<file path="config.mk">
export PLATFORM = sky130hd
export DESIGN_NAME = emulador_hcsr04_flat
export DESIGN_NICKNAME = d
export VERILOG_FILES = /design/src/rtl/emulador_hcsr04_pkg.sv /design/src/rtl/emulador_hcsr04_if.sv /design/src/rtl/contador_m.sv /design/src/rtl/emulador_hcsr04.sv /design/src/flat_wrapper.sv
export SDC_FILE = /design/constraint.sdc
export NUM_CORES = 1
export LEC_CHECK = 0
export BUFFER_PORTS_ARGS = -buffer_cell sky130_fd_sc_hd__buf_2
export CAP_MARGIN = 15
export CORE_ASPECT_RATIO = 1.1
export CORE_MARGIN = 4
export CORE_UTILIZATION = 45
export DETAILED_ROUTE_END_ITERATION = 7
export PLACE_DENSITY = 0.63
export SLEW_MARGIN = 20
export SYNTH_ARGS = -nofsm -noshare
export SYNTH_HDL_FRONTEND = slang
export SYNTH_SLANG_ARGS = --single-unit
</file>
<file path="constraint.sdc">
create_clock -name clock -period 6.2 [get_ports clock]
set_input_delay 1.24 -clock clock [delete_from_list [all_inputs] [get_ports clock]]
set_output_delay 1.24 -clock clock [all_outputs]
set_load 0.03 [all_outputs]
</file>
<file path="src/rtl/emulador_hcsr04_pkg.sv">
// Shared definitions for the HC-SR04 emulator: state encodings, default
// timing constants (50 MHz clock) and a counter-width helper.
package emulador_hcsr04_pkg;

    typedef enum logic [3:0] {
        Inicial      = 4'd0,
        ContaTrigger = 4'd1,
        EsperaBurst  = 4'd2,
        GeraEcho     = 4'd3,
        Recupera     = 4'd4
    } estado_t;

    localparam int unsigned CiclosPorCmPadrao      = 2941;
    localparam int unsigned LarguraMinTriggerPadrao = 500;
    localparam int unsigned AtrasoBurstPadrao      = 10000;
    localparam int unsigned DistanciaMaxPadrao     = 400;
    localparam int unsigned TimeoutEchoPadrao      = 1900000;
    localparam int unsigned IntervaloRepousoPadrao = 50000;

    // Width of a counter that must hold values 0..m-1 (at least one bit).
    function automatic int unsigned largura(input int unsigned m);
        return (m > 1) ? $clog2(m) : 1;
    endfunction

endpackage

</file>
<file path="src/rtl/emulador_hcsr04_if.sv">
// Trigger/echo link between the ranging initiator and the emulated sensor,
// plus the distance stimulus and debug taps.
interface emulador_hcsr04_if;
    logic       trigger;
    logic [8:0] distancia;
    logic       echo;
    logic       ocupado;
    logic [3:0] db_estado;
    logic [8:0] db_distancia;

    modport master (
        output trigger, distancia,
        input  echo, ocupado, db_estado, db_distancia
    );

    modport slave (
        input  trigger, distancia,
        output echo, ocupado, db_estado, db_distancia
    );
endinterface

</file>
<file path="src/rtl/contador_m.sv">
// Generic modulo-M counter: synchronous clear (zera) has priority over
// counting; fim flags the terminal value M-1.
module contador_m
    import emulador_hcsr04_pkg::*;
#(
    parameter  int unsigned M = 16,
    localparam int unsigned N = largura(M)
) (
    input  logic         clock,
    input  logic         reset,
    input  logic         zera,
    input  logic         conta,
    output logic [N-1:0] q,
    output logic         fim
);

    assign fim = (q == N'(M - 1));

    // Count modulo M, wrapping to zero after the terminal value.
    always_ff @(posedge clock or posedge reset) begin
        if (reset) begin
            q <= '0;
        end else if (zera) begin
            q <= '0;
        end else if (conta) begin
            q <= fim ? '0 : q + N'(1);
        end
    end

endmodule

</file>
<file path="src/rtl/emulador_hcsr04.sv">
// HC-SR04 responder: validates the trigger width, waits the burst delay and
// returns an echo whose width is distance x cycles-per-cm (or a timeout).
module emulador_hcsr04
    import emulador_hcsr04_pkg::*;
#(
    parameter int unsigned CICLOS_POR_CM       = CiclosPorCmPadrao,
    parameter int unsigned LARGURA_MIN_TRIGGER = LarguraMinTriggerPadrao,
    parameter int unsigned ATRASO_BURST        = AtrasoBurstPadrao,
    parameter int unsigned DISTANCIA_MAX       = DistanciaMaxPadrao,
    parameter int unsigned TIMEOUT_ECHO        = TimeoutEchoPadrao,
    parameter int unsigned INTERVALO_REPOUSO   = IntervaloRepousoPadrao
) (
    input logic               clock,
    input logic               reset,
    emulador_hcsr04_if.slave  bus
);

    localparam int unsigned NTrig    = largura(LARGURA_MIN_TRIGGER + 1);
    localparam int unsigned NBurst   = largura(ATRASO_BURST);
    localparam int unsigned NSub     = largura(CICLOS_POR_CM);
    localparam int unsigned NCm      = largura(DISTANCIA_MAX);
    localparam int unsigned NTimeout = largura(TIMEOUT_ECHO);
    // A zero rest interval still needs a legal modulus; it is bypassed below.
    localparam int unsigned MRep     = (INTERVALO_REPOUSO > 0) ? INTERVALO_REPOUSO : 1;
    localparam int unsigned NRep     = largura(MRep);

    logic                sinc1, trig_s;
    estado_t             estado;
    logic                echo_q, ocupado_q;
    logic [8:0]          dist_q;
    logic [NCm-1:0]      cm_q;

    logic [NTrig-1:0]    q_trig;
    logic [NBurst-1:0]   q_burst;
    logic [NSub-1:0]     q_sub;
    logic [NTimeout-1:0] q_timeout;
    logic [NRep-1:0]     q_rep;
    logic                trig_ok, fim_burst, fim_sub, fim_timeout, fim_rep;
    logic                modo_timeout, cm_last, echo_fim;
    logic                unused_q;

    assign unused_q = ^{q_trig, q_burst, q_sub, q_timeout, q_rep};

    // Two-flop synchronizer for the asynchronous trigger input.
    always_ff @(posedge clock or posedge reset) begin
        if (reset) begin
            sinc1  <= 1'b0;
            trig_s <= 1'b0;
        end else begin
            sinc1  <= bus.trigger;
            trig_s <= sinc1;
        end
    end

    // Trigger width counter saturates at the minimum; saturation means accepted.
    contador_m #(.M(LARGURA_MIN_TRIGGER + 1)) u_trigger (
        .clock (clock),
        .reset (reset),
        .zera  (estado != ContaTrigger),
        .conta ((estado == ContaTrigger) && trig_s && !trig_ok),
        .q     (q_trig),
        .fim   (trig_ok)
    );

    contador_m #(.M(ATRASO_BURST)) u_burst (
        .clock (clock),
        .reset (reset),
        .zera  (estado != EsperaBurst),
        .conta (estado == EsperaBurst),
        .q     (q_burst),
        .fim   (fim_burst)
    );

    // Sub-cycle counter: one wrap per centimetre of echo.
    contador_m #(.M(CICLOS_POR_CM)) u_sub_cm (
        .clock (clock),
        .reset (reset),
        .zera  (estado != GeraEcho),
        .conta ((estado == GeraEcho) && !modo_timeout),
        .q     (q_sub),
        .fim   (fim_sub)
    );

    contador_m #(.M(TIMEOUT_ECHO)) u_timeout (
        .clock (clock),
        .reset (reset),
        .zera  (estado != GeraEcho),
        .conta ((estado == GeraEcho) && modo_timeout),
        .q     (q_timeout),
        .fim   (fim_timeout)
    );

    contador_m #(.M(MRep)) u_repouso (
        .clock (clock),
        .reset (reset),
        .zera  (estado != Recupera),
        .conta (estado == Recupera),
        .q     (q_rep),
        .fim   (fim_rep)
    );

    assign modo_timeout = (dist_q == '0) || (32'(dist_q) > DISTANCIA_MAX);
    assign cm_last      = ((32'(cm_q) + 32'd1) == 32'(dist_q));
    assign echo_fim     = modo_timeout ? fim_timeout : (fim_sub && cm_last);

    // Measurement FSM with registered echo, busy flag and latched distance.
    always_ff @(posedge clock or posedge reset) begin
        if (reset) begin
            estado    <= Inicial;
            echo_q    <= 1'b0;
            ocupado_q <= 1'b0;
            dist_q    <= '0;
            cm_q      <= '0;
        end else begin
            case (estado)
                Inicial: begin
                    if (trig_s) begin
                        estado    <= ContaTrigger;
                        ocupado_q <= 1'b1;
                    end
                end
                ContaTrigger: begin
                    if (!trig_s) begin
                        if (trig_ok) begin
                            dist_q <= bus.distancia;
                            estado <= EsperaBurst;
                        end else begin
                            estado    <= Inicial;
                            ocupado_q <= 1'b0;
                        end
                    end
                end
                EsperaBurst: begin
                    if (fim_burst) begin
                        estado <= GeraEcho;
                        echo_q <= 1'b1;
                        cm_q   <= '0;
                    end
                end
                GeraEcho: begin
                    if (echo_fim) begin
                        estado <= Recupera;
                        echo_q <= 1'b0;
                    end else if (fim_sub) begin
                        cm_q <= cm_q + NCm'(1);
                    end
                end
                Recupera: begin
                    if ((INTERVALO_REPOUSO == 0) || fim_rep) begin
                        estado    <= Inicial;
                        ocupado_q <= 1'b0;
                    end
                end
                default: begin
                    estado    <= Inicial;
                    echo_q    <= 1'b0;
                    ocupado_q <= 1'b0;
                end
            endcase
        end
    end

    assign bus.echo         = echo_q;
    assign bus.ocupado      = ocupado_q;
    assign bus.db_estado    = estado;
    assign bus.db_distancia = dist_q;

endmodule

</file>
<file path="src/flat_wrapper.sv">
// flat-port wrapper written by rule: the top's interface ports become plain ports
module emulador_hcsr04_flat import emulador_hcsr04_pkg::*;
#(
    parameter int unsigned CICLOS_POR_CM       = CiclosPorCmPadrao,
    parameter int unsigned LARGURA_MIN_TRIGGER = LarguraMinTriggerPadrao,
    parameter int unsigned ATRASO_BURST        = AtrasoBurstPadrao,
    parameter int unsigned DISTANCIA_MAX       = DistanciaMaxPadrao,
    parameter int unsigned TIMEOUT_ECHO        = TimeoutEchoPadrao,
    parameter int unsigned INTERVALO_REPOUSO   = IntervaloRepousoPadrao
)
  (clock, reset, bus_trigger, bus_distancia, bus_echo, bus_ocupado, bus_db_estado, bus_db_distancia);
  emulador_hcsr04_if bus_i ();
  input logic clock;
  input logic reset;
  input wire logic [$bits(bus_i.trigger)-1:0] bus_trigger;
  input wire logic [$bits(bus_i.distancia)-1:0] bus_distancia;
  output wire logic [$bits(bus_i.echo)-1:0] bus_echo;
  output wire logic [$bits(bus_i.ocupado)-1:0] bus_ocupado;
  output wire logic [$bits(bus_i.db_estado)-1:0] bus_db_estado;
  output wire logic [$bits(bus_i.db_distancia)-1:0] bus_db_distancia;
  assign bus_i.trigger = bus_trigger;
  assign bus_i.distancia = bus_distancia;
  assign bus_echo = bus_i.echo;
  assign bus_ocupado = bus_i.ocupado;
  assign bus_db_estado = bus_i.db_estado;
  assign bus_db_distancia = bus_i.db_distancia;
  emulador_hcsr04 #(.CICLOS_POR_CM(CICLOS_POR_CM), .LARGURA_MIN_TRIGGER(LARGURA_MIN_TRIGGER), .ATRASO_BURST(ATRASO_BURST), .DISTANCIA_MAX(DISTANCIA_MAX), .TIMEOUT_ECHO(TIMEOUT_ECHO), .INTERVALO_REPOUSO(INTERVALO_REPOUSO)) u_core (.clock(clock), .reset(reset), .bus(bus_i));
endmodule
</file>
; ---- Yosys cells after proc, flatten, opt, wreduce, memory -nomap -nowiden
; Index checks and enable logic that the tools add are counted.
; W data, S select, Z words.
[totals]
ff_bits = 98
latchBits = 0
mem_bits_rw = 0
mem_bits_ro = 0
input_bits = 12
elab_cells = 103
memories = 0
[op_classes]
addsub = 7
n_mul = 0
n_div = 0
order_cmp = 1
n_eq_ne = 22
shifts = 0
n_mux = 35
bitwise_logic = 3
reduce_logical = 23
[op_table]
columns = operator, n
row1 = $mux W21, 3
row2 = $mux W9, 6
row3 = $mux W16, 3
row4 = $mux W14, 3
row5 = $mux W12, 3
row6 = $eq A32 B9 Y1, 1
row7 = $add A21 B1 Y21 const B, 1
row8 = $eq A21 B21 Y1 const B, 1
row9 = $mux W4, 5
row10 = $pmux W4 S5, 1
row11 = $add A9 B1 Y9 const B, 2
row12 = $pmux W9 S2, 1
row13 = $add A16 B1 Y16 const B, 1
row14 = $eq A16 B16 Y1 const B, 1
row15 = $add A14 B1 Y14 const B, 1
row16 = $eq A14 B14 Y1 const B, 1
row17 = $add A12 B1 Y12 const B, 1
row18 = $eq A12 B12 Y1 const B, 1
row19 = $reduce_bool A2 Y1, 6
row20 = $add A9 B1 Y10 const B, 1
row21 = $ne A2 B1 Y1 const B, 5
row22 = $reduce_and A5 Y1, 2
row23 = $eq A9 B9 Y1 const B, 1
row24 = $gt A9 B9 Y1 const B, 1
row25 = 21 further kinds, 39

; ---- Longest topological paths before layout
[logic_depth]
ltp_word = 6
mapped_depth = 10

; ---- Modules after synthesis
; A second synthesis with hierarchy kept.
[unflattened]
hier_cells = 627
hier_area_um2 = 5880.6
[by_module_without_submodules]
columns = mod, instances, cells_per_inst, area_per_inst_um2
row1 = emulador_hcsr04, 1, 169, 1630.3
row2 = contador_m at u_core.u_timeout, 1, 157, 1380.1
row3 = contador_m at u_core.u_repouso, 1, 91, 872.1
row4 = contador_m at u_core.u_burst, 1, 80, 770.7
row5 = contador_m at u_core.u_sub_cm, 1, 72, 701.9
row6 = contador_m at u_core.u_trigger, 1, 58, 525.5

; ---- Worst setup path after synthesis
; OpenSTA, ideal clock, no wires.
[synth_path]
path_kind = reg-to-reg
from = reg u_core.dist_q[8] (netlist: u_core.bus.db_distancia[8])
to = reg u_core.cm_q[1]
setup_ns = 0.122
arrival_ns = 2.169
t_required_ns = 6.078
slack_ns = 3.908
path_stages_with_launch = 9
synth_period_minus_slack_ns = 2.292
cell_sequence = dfrtp_1 -> xnor2_1 -> or3_1 -> a2111o_1 -> o211ai_2 -> nand3_2 -> a41o_1 -> buf_6 -> mux2i_1
[synth_via]
elab_chain_cells = 5
word_cells_on_any_way = 8
cone_classes = 1 x order compare / 2 x eq/ne / 1 x mux / 4 x reduce/logical
[synth_lines]
columns = element, line
row1 = from (decl), emulador_hcsr04.sv:30  ; logic [8:0] dist_q;
row2 = from (signal assigned), emulador_hcsr04.sv:125  ; dist_q <= bus.distancia;
row3 = $gt A9 B9 Y1 (tied with other cells), emulador_hcsr04.sv:102  ; assign modo_timeout = (dist_q == '0) || (32'(dist_q) > DISTANCIA_MAX);
row4 = $logic_or A1 B1 Y1 or $logic_and A1 B1 Y1 (tied branches), "emulador_hcsr04.sv:102, emulador_hcsr04.sv:104"
row5 = $mux W1 (*), emulador_hcsr04.sv:104  ; assign echo_fim = modo_timeout ? fim_timeout : (fim_sub && cm_last);
row6 = $ne A2 B2 Y1 (no source line) (*), -
row7 = $reduce_and A4 Y1 (no source line) (*), -
row8 = to (signal assigned), emulador_hcsr04.sv:145  ; cm_q <= cm_q + NCm'(1);
row9 = to (decl), emulador_hcsr04.sv:31  ; logic [NCm-1:0] cm_q;
; Mark *: on every way between the ends. The rest lies on a longest branch, timed or not.
; A chain may end at the register's enable or synchronous reset.

; ---- Worst setup path after layout
[layout_path]
from = reg u_core.dist_q[0] (netlist: u_core.bus.db_distancia[0])
to = reg u_core.u_timeout.q[10]
[layout_via]
elab_chain_cells = 4
word_cells_on_any_way = 5
cone_classes = 1 x order compare / 4 x reduce/logical
[layout_lines]
columns = element, line
row1 = $gt A9 B9 Y1 or $logic_not A9 Y1 (tied branches), emulador_hcsr04.sv:102
row2 = $logic_or A1 B1 Y1 (*), emulador_hcsr04.sv:102
row3 = $logic_and A1 B1 Y1 (*), emulador_hcsr04.sv:88  ; .conta ((estado == GeraEcho) && modo_timeout),
row4 = $reduce_bool A2 Y1 (no source line) (*), -
row5 = to (signal assigned), contador_m.sv:26  ; q <= fim ? '0 : q + N'(1);
row6 = to (decl), contador_m.sv:13  ; output logic [N-1:0] q,
; Marks and branches as above.

==> reports/qor.txt <==
Detail Route Antenna Nets = 0
Area Overhead vs Synth = 10.7%
row cnt = 40
CTS tree = done
Hold Path Sink = u_core.trig_s
Mean Syn Cell Area = 9.29 µm²
highest clock rate = 0.341 GHz
type of the worst min-delay path = flip-flop to flip-flop
Hold Crit Start = u_core.sinc1
cells after synthesis = 546
die area = 13000 µm²
largest net degree at the start of global routing = 78
design area = 5610 µm²
Crit. End Element = flip-flop
r2r worst-path depth = 7
Hold-fix buffers, CTS = 0
reg2reg start = u_core.bus.db_distancia[0]
worst path required time = 6380 ps
Post-DP HPWL = 7020 µm
syn_nets = 566
drt pass-1 iters = 4
Final Wtd Congestion = 0.803
drt drc = 0
Core ar. = 11000 µm²
Initial Util = 0.463
TNS Setup = 0 ps
# diodes = 0
routed len/inst = 14.1 µm
worst setup path startpoint = u_core.bus.db_distancia[0]
global-route wire length before repair = 17800 µm
postcts setup bufs = 0
worst-margin pin slew = 965 ps
Mapped Area = 5070 µm²
Max transition margin = 0.357
Port Buffers = 25
ys flop type = dfrtp_1
vias in the first global route = 3839
Hold Path Stages = 0
via count = 3907
placed instance area = 5320 µm²
Async SR Flop Fraction = 1.00
register area share after synthesis = 0.479
WS Path Type = flip-flop to flip-flop
H-tree depth = 3
arrival time at the worst endpoint = 3120 ps
flop-to-flop setup slack = 3260 ps
Peak supply drop = 152 µV
Final setup viols = 0
cts repair resizes = 0
Final Critical Period = 2940 ps
Synth cell types = 57
Leak Pwr = 2.41 nW
RSZ-0062 raised after global routing = no
chip height = 119 µm
Clock Skew = 8.22 ps
CTS Buf Count = 9
post-synthesis register bit count = 97
clk sinks = 97
final net count = 587
most frequent cells in the layout = 97 x dfrtp_1, 70 x nor2_1, 59 x nand2_1
leading cell type in the layout, fill and taps excluded = dfrtp_1
initial antenna violation count = 0
Post-synth EDFFs = 0
clock latency at the later pin of the worst-skew pair = 340 ps
clk slew on worst S/H paths = 70 ps
MaxCap Viol Count = 0
final hold vios = 0
maximum clock path buffer count = 2
worst r2r dst = u_core.u_timeout.q[10]
GR Overflow Total = 0
CP Max Fanout = 33
Root Driver = clkbuf_16
DRT Wirelength = 10200 µm
# IOs = 27
outcome = completed
global-route usage over all layers = 0.168
Iteration-0 DRC Markers = 183
chip width = 109 µm
period utilisation layout = 0.474
synth warn = 0
startpoint class of the critical path = flip-flop
Post-Layout Cell Count = 718
Inst Count DP = 703
Via density = 5.44
Slew Viols, Final = 0
share of cells above drive strength 1 = 0.0911
pwr dens = 218 nW/µm²
[cells by family (layout without fill, tap and decap cells)]
logic type | Yosys count | in the layout | share of synthesized area
buffers and inverters | 34 | 59 | 0.0294
AOI/OAI and AO/OA | 101 | 101 | 0.123
adders and majority gates | 8 | 8 | 0.0197
muxes | 10 | 10 | 0.0217
and+or+nand+nor | 242 | 242 | 0.235
DFF | 97 | 97 | 0.479
xor gates and xnor gates | 53 | 53 | 0.0915
other | 1 | 1 | 0.000739
[cells in the mapped netlist, types with 2 or more instances]
library cell | instances | share of area
inv_1 | 15 | 0.011
a21o_1 | 2 | 0.0030
mux2i_1 | 2 | 0.0039
nand3_1 | 35 | 0.035
a21oi_1 | 14 | 0.014
nand2_1 | 59 | 0.044
nor4_1 | 2 | 0.0025
nor2_1 | 70 | 0.052
a41oi_1 | 2 | 0.0035
nand2b_1 | 7 | 0.0086
or3_1 | 4 | 0.0049
a31oi_1 | 8 | 0.0099
nor3_1 | 11 | 0.011
buf_4 | 2 | 0.0030
buf_2 | 5 | 0.0049
ha_1 | 8 | 0.020
nor4_2 | 2 | 0.0049
nand4_1 | 10 | 0.012
o31ai_1 | 8 | 0.012
or4b_1 | 2 | 0.0039
nor4b_1 | 2 | 0.0035
xor2_1 | 29 | 0.050
o21a_1 | 2 | 0.0030
nor2b_1 | 7 | 0.0086
o21ai_0 | 9 | 0.0089
mux2_1 | 8 | 0.018
and3_1 | 21 | 0.026
xnor2_1 | 24 | 0.041
o21ai_1 | 39 | 0.038
clkbuf_1 | 10 | 0.0074
o211ai_2 | 2 | 0.0049
and2_1 | 2 | 0.0025
dfrtp_1 | 97 | 0.48
o41ai_1 | 3 | 0.0052
[registers in the layout, summed over array words and instances (netlist names), 3 cells and up]
name / flops
u_core.bus.db_estado: 3
u_core.cm_q: 9
u_core.u_sub_cm.q: 12
u_core.u_burst.q: 14
u_core.u_repouso.q: 16
u_core.bus.db_distancia: 9
u_core.u_timeout.q: 21
u_core.u_trigger.q: 9
[routing by layer]
layer | track usage | vias up | routed length (µm) | share of wire
met4 | 0.0585 | 0 | 116 | 0.011
met3 | 0.0314 | 12 | 345 | 0.034
met2 | 0.280 | 58 | 5020 | 0.49
met1 | 0.217 | 1889 | 4660 | 0.46
li1 | - | 1948 | - | -
met5 | 0 | - | 0 | 0
[layout make-up]
| class | instances | area (µm²) |
|---|---|---|
| Fill cell | 1012 | 5350 |
| Multi-Input combinational cell | 415 | 2500 |
| Sequential cell | 97 | 2430 |
| Clock buffer | 9 | 225 |
| Tap cell | 147 | 184 |
| Timing Repair Buffer | 28 | 148 |
| Clock inverter | 6 | 67.6 |
| Inverter | 16 | 62.6 |
[worst max-delay path by stage]
| stage | endpoint | slack, ps | cells after the start |
|---|---|---|---|
| global route | u_core.u_timeout.q[8] | 2970 | 7 |
| detailed placement | u_core.u_timeout.q[8] | 3210 | 7 |
| global placement | u_core.u_timeout.q[12] | 3390 | 7 |
| finish | u_core.u_timeout.q[10] | 3260 | 7 |
| CTS | u_core.u_timeout.q[9] | 3210 | 7 |
| floorplan | u_core.bus.db_distancia[0] | 2430 | 1 |
[power by group]
part / leakage, nW / switching, W / internal, W / total [W]
Sequential: 1.34 / 0.00000334 / 0.000636 / 0.000639
Combinational: 0.930 / 0.0000219 / 0.00000692 / 0.0000288
Clock: 0.138 / 0.000243 / 0.000313 / 0.000555
[through the flow]
stage / util / total power [W] / setup WS, ps / hold slack [ps]
2_1_floorplan: - / 0.000670 / 2430 / 331
3_3_place_gp: 0.486 / 0.000681 / 3390 / 332
3_5_place_dp: 0.486 / 0.000681 / 3210 / 343
4_1_cts: 0.512 / 0.00124 / 3210 / 358
5_1_grt: 0.512 / 0.00127 / 2970 / 360
6_report: 0.512 / 0.00122 / 3260 / 355
[critical path, cell delays in order, from the launching register on]
cell and delay (ps):
dfrtp_1 410, nor4_1 420, o22ai_1 330, o21ai_1 500
a21o_1 770, nor2b_1 100, o21ai_1 150, o31ai_1 80
(Power assumes the default switching activity.)
